$ cat src/rtl/pipeline_hazard_ctrl.sv
// pipeline_hazard_ctrl
// Sequencing controller for the 5-stage RISC-V pipeline (IF, ID, EX, MEM, WB).
// It generates the PC enable, the per-stage register enables and flushes, and
// the multiply handshake. It resolves, in priority order: taken redirects
// from MEM, multi-cycle multiply occupancy of EX, and load-use hazards.
// It also keeps stall and redirect performance counters.
//
// Ports:
//   clk, rst          clock; synchronous active-high reset
//   enable            start execution (only looked at in IDLE)
//   id_rs1, id_rs2    source register fields of the instruction in IF_ID
//   id_uses_rs2       instruction in ID actually reads rs2
//   idex_mem_read     instruction in ID_EX is a load
//   idex_rd           destination register of the instruction in ID_EX
//   idex_is_mult      instruction in ID_EX is a MUL
//   exmem_take        taken branch or jump sitting in EX_MEM
//   pc_en, *_en       PC and stage register enables
//   *_flush           load a bubble into that register (overrides its enable)
//   mult_start        pulse on the first EX cycle of a multi-cycle MUL
//   mult_busy         a MUL is occupying EX
//   stall_cnt         cycles spent running with the PC frozen
//   flush_cnt         number of taken redirects
module pipeline_hazard_ctrl #(
  parameter int MULT_LAT = 4,
  parameter int CNT_W    = 32
) (
  input  logic             clk,
  input  logic             rst,
  input  logic             enable,
  input  logic [4:0]       id_rs1,
  input  logic [4:0]       id_rs2,
  input  logic             id_uses_rs2,
  input  logic             idex_mem_read,
  input  logic [4:0]       idex_rd,
  input  logic             idex_is_mult,
  input  logic             exmem_take,
  output logic             pc_en,
  output logic             if_id_en,
  output logic             id_ex_en,
  output logic             ex_mem_en,
  output logic             mem_wb_en,
  output logic             if_id_flush,
  output logic             id_ex_flush,
  output logic             ex_mem_flush,
  output logic             mult_start,
  output logic             mult_busy,
  output logic [CNT_W-1:0] stall_cnt,
  output logic [CNT_W-1:0] flush_cnt
);

  localparam int MW = $clog2(MULT_LAT) + 1;
  localparam bit MULT_MULTI = (MULT_LAT > 1);
  // The entry cycle is the first of the MULT_LAT EX cycles and the release
  // cycle (mcnt==0) is the last, so the count starts at MULT_LAT-2.
  localparam logic [MW-1:0] MCNT_INIT = MULT_MULTI ? MW'(MULT_LAT - 2) : '0;

  typedef enum logic [1:0] {
    IDLE,
    RUN,
    MULT_WAIT
  } state_t;

  state_t        state;
  state_t        state_next;
  logic [MW-1:0] mcnt;
  logic [MW-1:0] mcnt_next;
  logic          load_use;
  logic          mult_hit;

  // A load into x0 never creates a dependency; rs2 only matters when read.
  assign load_use = idex_mem_read && (idex_rd != 5'd0) &&
                    ((idex_rd == id_rs1) || (id_uses_rs2 && (idex_rd == id_rs2)));

  // With a single-cycle multiplier a MUL is just an ordinary instruction.
  assign mult_hit = idex_is_mult && MULT_MULTI;

  // State and multiply down-counter registers.
  always_ff @(posedge clk) begin
    if (rst) begin
      state <= IDLE;
      mcnt  <= '0;
    end else begin
      state <= state_next;
      mcnt  <= mcnt_next;
    end
  end

  // Next-state and output decode. During a multiply stall the front end
  // freezes while a bubble drains through EX_MEM and MEM_WB.
  always_comb begin
    state_next   = state;
    mcnt_next    = mcnt;
    pc_en        = 1'b0;
    if_id_en     = 1'b0;
    id_ex_en     = 1'b0;
    ex_mem_en    = 1'b0;
    mem_wb_en    = 1'b0;
    if_id_flush  = 1'b0;
    id_ex_flush  = 1'b0;
    ex_mem_flush = 1'b0;
    mult_start   = 1'b0;
    mult_busy    = 1'b0;
    case (state)
      IDLE: begin
        if (enable) state_next = RUN;
      end
      RUN: begin
        if (exmem_take) begin
          // Everything younger than the redirect is wrong-path.
          pc_en        = 1'b1;
          if_id_en     = 1'b1;
          id_ex_en     = 1'b1;
          ex_mem_en    = 1'b1;
          mem_wb_en    = 1'b1;
          if_id_flush  = 1'b1;
          id_ex_flush  = 1'b1;
          ex_mem_flush = 1'b1;
        end else if (mult_hit) begin
          ex_mem_en    = 1'b1;
          mem_wb_en    = 1'b1;
          ex_mem_flush = 1'b1;
          mult_start   = 1'b1;
          mult_busy    = 1'b1;
          state_next   = MULT_WAIT;
          mcnt_next    = MCNT_INIT;
        end else if (load_use) begin
          id_ex_en    = 1'b1;
          ex_mem_en   = 1'b1;
          mem_wb_en   = 1'b1;
          id_ex_flush = 1'b1;
        end else begin
          pc_en     = 1'b1;
          if_id_en  = 1'b1;
          id_ex_en  = 1'b1;
          ex_mem_en = 1'b1;
          mem_wb_en = 1'b1;
        end
      end
      MULT_WAIT: begin
        mult_busy = 1'b1;
        if (mcnt != '0) begin
          ex_mem_en    = 1'b1;
          mem_wb_en    = 1'b1;
          ex_mem_flush = 1'b1;
          mcnt_next    = mcnt - 1'b1;
        end else begin
          // Release: the MUL result is captured into EX_MEM on this edge.
          pc_en      = 1'b1;
          if_id_en   = 1'b1;
          id_ex_en   = 1'b1;
          ex_mem_en  = 1'b1;
          mem_wb_en  = 1'b1;
          state_next = RUN;
        end
      end
      default: state_next = IDLE;
    endcase
  end

  // Performance counters; both wrap naturally at 2^CNT_W.
  always_ff @(posedge clk) begin
    if (rst) begin
      stall_cnt <= '0;
      flush_cnt <= '0;
    end else begin
      if ((state != IDLE) && !pc_en) stall_cnt <= stall_cnt + CNT_W'(1);
      if ((state == RUN) && exmem_take) flush_cnt <= flush_cnt + CNT_W'(1);
    end
  end

endmodule

$ cat config.mk
export PLATFORM = sky130hd
export DESIGN_NAME = pipeline_hazard_ctrl
export DESIGN_NICKNAME = d
export VERILOG_FILES = /design/src/rtl/pipeline_hazard_ctrl.sv
export SDC_FILE = /design/constraint.sdc
export NUM_CORES = 1
export LEC_CHECK = 0
export ABC_AREA = 1
export CORE_UTILIZATION = 50
export CTS_BUF_LIST = sky130_fd_sc_hd__clkbuf_8 sky130_fd_sc_hd__clkbuf_16
export CTS_CLUSTER_SIZE = 8
export DETAILED_ROUTE_END_ITERATION = 6
export GPL_TIMING_DRIVEN = 0
export PLACE_DENSITY = 0.83
export RECOVER_POWER = 25
export SLEW_MARGIN = 25
export SYNTH_ARGS = -nofsm -noshare
export SYNTH_HDL_FRONTEND = slang
export SYNTH_SLANG_ARGS = --single-unit
$ cat constraint.sdc
create_clock -name clk -period 4.05 [get_ports clk]
set_input_delay 0.81 -clock clk [delete_from_list [all_inputs] [get_ports clk]]
set_output_delay 0.81 -clock clk [all_outputs]
set_load 0.01 [all_outputs]
## Yosys cells after proc, flatten, opt, wreduce, memory -nomap -nowiden

Cells that the tools add are included.
W data, S select, Z words.

| word-level totals | value |
|---|---|
| flip-flop bits (word level) | 69 |
| logic and storage cells | 62 |
| memory bits (read-only) | 0 |
| bits in latches | 0 |
| memories | 0 |
| input bits | 22 |
| output and inout port bits | 74 |
| RAM bits | 0 |

| operators by class | value |
|---|---|
| reduce and logical (&&, ||, !) cells | 15 |
| $add $sub $neg | 3 |
| shifts and indexed selects | 0 |
| bitwise operators | 0 |
| muxes and demuxes | 31 |
| $lt $le $gt $ge | 0 |
| multiply operators | 0 |
| eq/ne operators | 9 |
| div/mod/pow operators | 0 |

Operators by type and width:

| operator | number |
|---|---|
| $add A32 B1 Y32 const B | 2 |
| $mux W1 | 18 |
| $eq A5 B5 Y1 | 2 |
| $ne A2 B2 Y1 const B | 5 |
| $mux W3 | 3 |
| $mux W2 | 4 |
| $pmux W1 S2 | 4 |
| $reduce_and A4 Y1 | 2 |
| $pmux W2 S3 | 1 |
| $pmux W3 S2 | 1 |
| $logic_and A1 B1 Y1 | 5 |
| $reduce_bool A5 Y1 | 1 |
| $reduce_bool A2 Y1 | 2 |
| $reduce_bool A3 Y1 | 1 |
| $sub A3 B1 Y3 const B | 1 |
| $eq A2 B1 Y1 const B | 1 |
| $eq A2 B2 Y1 const B | 1 |
| $logic_not A2 Y1 | 1 |
| $reduce_or A2 Y1 | 1 |
| $logic_not A1 Y1 | 1 |
| $logic_or A1 B1 Y1 | 1 |

## Depth between registers and ports, before layout

Gate-level depths: netlist (run 1).

| logic depth | value |
|---|---|
| word-level depth | 10 |
| gate-level depth with buffers | 13 |
| depth with buffers taken out | 13 |

## Worst setup path before layout (run 1)

No wires, ideal clock.

| timing path | value |
|---|---|
| path type | input to output |
| start point | input exmem_take |
| end point | output pc_en |
| buffers on the path | 2 |
| arrival | 1786 ps |
| path slack | 1454 ps |
| cell stages on the path | 8 |
| required time | 3240 ps |
| cells stage by stage | nand2_2 -> inv_2 -> nor2_1 -> a21oi_2 -> nand2_2 -> buf_2 -> inv_1 -> buf_4 |

| between the ends | value |
|---|---|
| longest elaborated chain between the ends | 2 |

Ends and longest elaborated chain:

| what | line | source |
|---|---|---|
| start: declaration | 36 | `input logic exmem_take,` |
| $mux W1 | -- |  |
| $pmux W1 S2 | -- |  |
| end: declaration | 37 | `output logic pc_en,` |

No other way between the ends.

## Final worst setup path (run 1)

| timing path | value |
|---|---|
| start point | input exmem_take |
| end point | output pc_en |

| between the ends | value |
|---|---|
| longest elaborated chain between the ends | 2 |

Ends and longest elaborated chain:

| what | line | source |
|---|---|---|
| $mux W1 | 108 | `if (exmem_take) begin` |
| $pmux W1 S2 | 103 | `case (state)` |

No other way between the ends.

==> flow_summary.ini, run 1 <==
[power]
p_leak_nw = 2.101
power_density_nw_per_um2 = 392.5
ir_drop_uv = 264.5

[floorplan]
die_w_um = 96.25
fp-row-count = 34
start_util_pct = 51.18
dieArea_sq_um = 9264
die_y_um = 96.25
pin_count = 96
core_area_sq_um = 8678

[worst_setup_path]
critPathMaxFanout = 10
required_ns = 3.24
arrival_ns = 3.05
critical_path_class = in2out
startpoint_type = primary input
end_kind = primary output

[drt]
drtPass1Iterations = 5
post-route-drc-count = 0
drtAntennaViolNets = 0
wl_mm = 12.77
num_vias = 4910
wl_per_cell_um = 13.71
drtIter0Drc = 193
routed_via_density = 5.274

[synth]
netlist_top_cells_count = nand2_1 (223), nor2_1 (88), dfxtp_1 (69)
synth_top_area_share_pct = 31.10
syn_inst = 713
synth_cell_types = 37
synth_nets = 742
syn_avg_cell_area_sq_um = 6.230
ys_seq_elements = 69
yosysWarnings = 0
ys_seq_area_share_pct = 31.10
async_flop_share_pct = 0
yosysMostFrequentCell = nand2_1
yosys_most_used_dff = dfxtp_1
synth_area_leader_cell = dfxtp_1
syn-cell-area_sq_um = 4442
synth.area.top_cells = dfxtp_1 (31%), nand2_1 (19%), nor2_1 (7.4%)
synth-edff-count = 0

[grt]
grt_overflow_total = 0
antenna_found_initial = 0
grt_pass1_wl_mm = 21.35
gr-max-usage-layer = met2
grtUsageTotal_pct = 29.87
use_met2_pct = 53.07
grt_max_degree = 13
use_met3_pct = 4.265
grt_pass1_vias = 4649
use_met1_pct = 35.47

[sta]
finalHoldViolations = 0
finalSetupViolations = 0
max_freq_ghz = 0.2592
finalCritPeriodShare_pct = 95.26
rsz0062_at_grt = false
period_minus_slack_ns = 3.858
relSlewSlack_pct = 61.32
finalSetupTns_ns = 0
worst_pin_slew_ns = 0.5802
finClkSkew_ns = 0.008051
maxSlewViolCount = 0

[clocking]
cts_hold_buffers = 0
root_buffer = clkbuf_8
cts_tree = yes
cts_max_path_buffers = 2
clk_pin_slew_worst_paths_ns = 0.08
cts_resized = 0
cts_buffers = 9
insertion_delay_ns = 0.35
cts_sinks = 69
post_cts_buffers = 0
cts_htree_levels = 3

[final_layout]
n_antenna_cell = 0
nFillCells = 806
syn2layout_area_growth_pct = 28.93
drive_gt1_share_pct = 6.561
fin_nets = 847
final_util_pct = 65.99

[placement]
dp_hpwl_mm = 9.835
io_buffers = 94
place_congestion = 1.080

[run_status]
status = finished clean

[flow_run]
drv_cap = 0

[hold_path]
hold_class = reg2reg
## flip-flops by register name (all words and copies together) (netlist names)
signal,flops
flush_cnt,32
mcnt,3
state,2
stall_cnt,32
## layout make-up
type / count / area [sq um] / share of cell area [%]
Clock inverter: 7 / 115.1 / 2.010
Buffer: 20 / 108.9 / 1.901
Inverter: 74 / 277.8 / 4.850
Multi-Input combinational cell: 550 / 2644 / 46.17
Timing Repair Buffer: 94 / 940.9 / 16.43
Clock buffer: 9 / 123.9 / 2.163
Tap cell: 108 / 135.1 / 2.360
Sequential cell: 69 / 1381 / 24.12
## cell usage in the layout, fill, tap and decap left out, types with 2 or more instances in the layout
cell type / n
a21oi_1: 54
buf_2: 3
buf_4: 2
buf_6: 3
bufinv_16: 3
clkbuf_1: 12
clkbuf_8: 9
clkdlybuf4s50_1: 83
clkinv_1: 3
dfxtp_1: 69
dlygate4sd3_1: 11
ha_1: 7
inv_1: 61
inv_2: 11
nand2_1: 224
nand2_2: 5
nand3_1: 53
nand3_2: 2
nand3b_1: 10
nand4_1: 13
nor2_1: 93
nor2_2: 5
nor2_4: 2
nor3_1: 25
nor3b_1: 2
o21ai_0: 9
o21ai_1: 6
xnor2_1: 12
xor2_1: 16
## report_power, final
group | internal, mW | switching, mW
registers | 0.713 | 0.0373
clock network | 0.407 | 0.292
logic | 0.312 | 0.486
## routing by layer
| layer | vias to the layer above | routed length (um) |
|---|---|---|
| met4 | 0 | 432 |
| met3 | 35 | 567 |
| li1 | 2493 | - |
| met5 | - | 0 |
| met1 | 2232 | 5469 |
| met2 | 150 | 6296 |
## kinds of logic (layout without fill, tap and decap cells)
family	after synthesis	in the layout	share of synthesized area, %
buf+inv	94	204	8.704
flops	69	69	31.10
xor+xnor	28	28	5.521
simple gates	438	438	43.38
fa+ha+maj	7	7	1.972
compound gates	77	77	9.324
## path summary, 6_finish.rpt
check	from	end	slack, ns	depth (start not counted)
max	exmem_take	pc_en	0.19	10
min	mcnt[0]	mcnt[0]	0.48	2
min reg2reg	mcnt[0]	mcnt[0]	0.48	2
max reg2reg	state[1]	flush_cnt[22]	1.73	13
## metrics by stage
stage                     total power [mW]  instances  setup WS (ns)  hold slack (ns)  area [sq um]
after floorplan                      1.276        713          1.454           0.4409          4442
after global placement               1.531        915         0.3210           0.4519          5518
after detailed placement             1.562        915         0.2399           0.4772          5518
after CTS                            2.248        931         0.2413           0.4878          5757
after global routing                 2.368        931        0.04228           0.5102          5727
final                                2.248        931         0.1919           0.4777          5727
## worst max-delay path, stage by stage
cell and delay [ns]:
dlygate4sd3_1 0.58, nand2_1 0.18, inv_2 0.09, nor2_1 0.19, a21oi_2 0.09, nand2_2 0.18, buf_2 0.26, inv_1 0.08
buf_4 0.13, clkdlybuf4s50_1 0.46
No activity file was read; power rests on OpenSTA's default activity.
==> inputs of run 2 (changes only) <==
CTS_CLUSTER_DIAMETER = 40   (was unset)
==> results of run 2 <==
The final DEF is identical to that of run 1; final timing and power are the same.
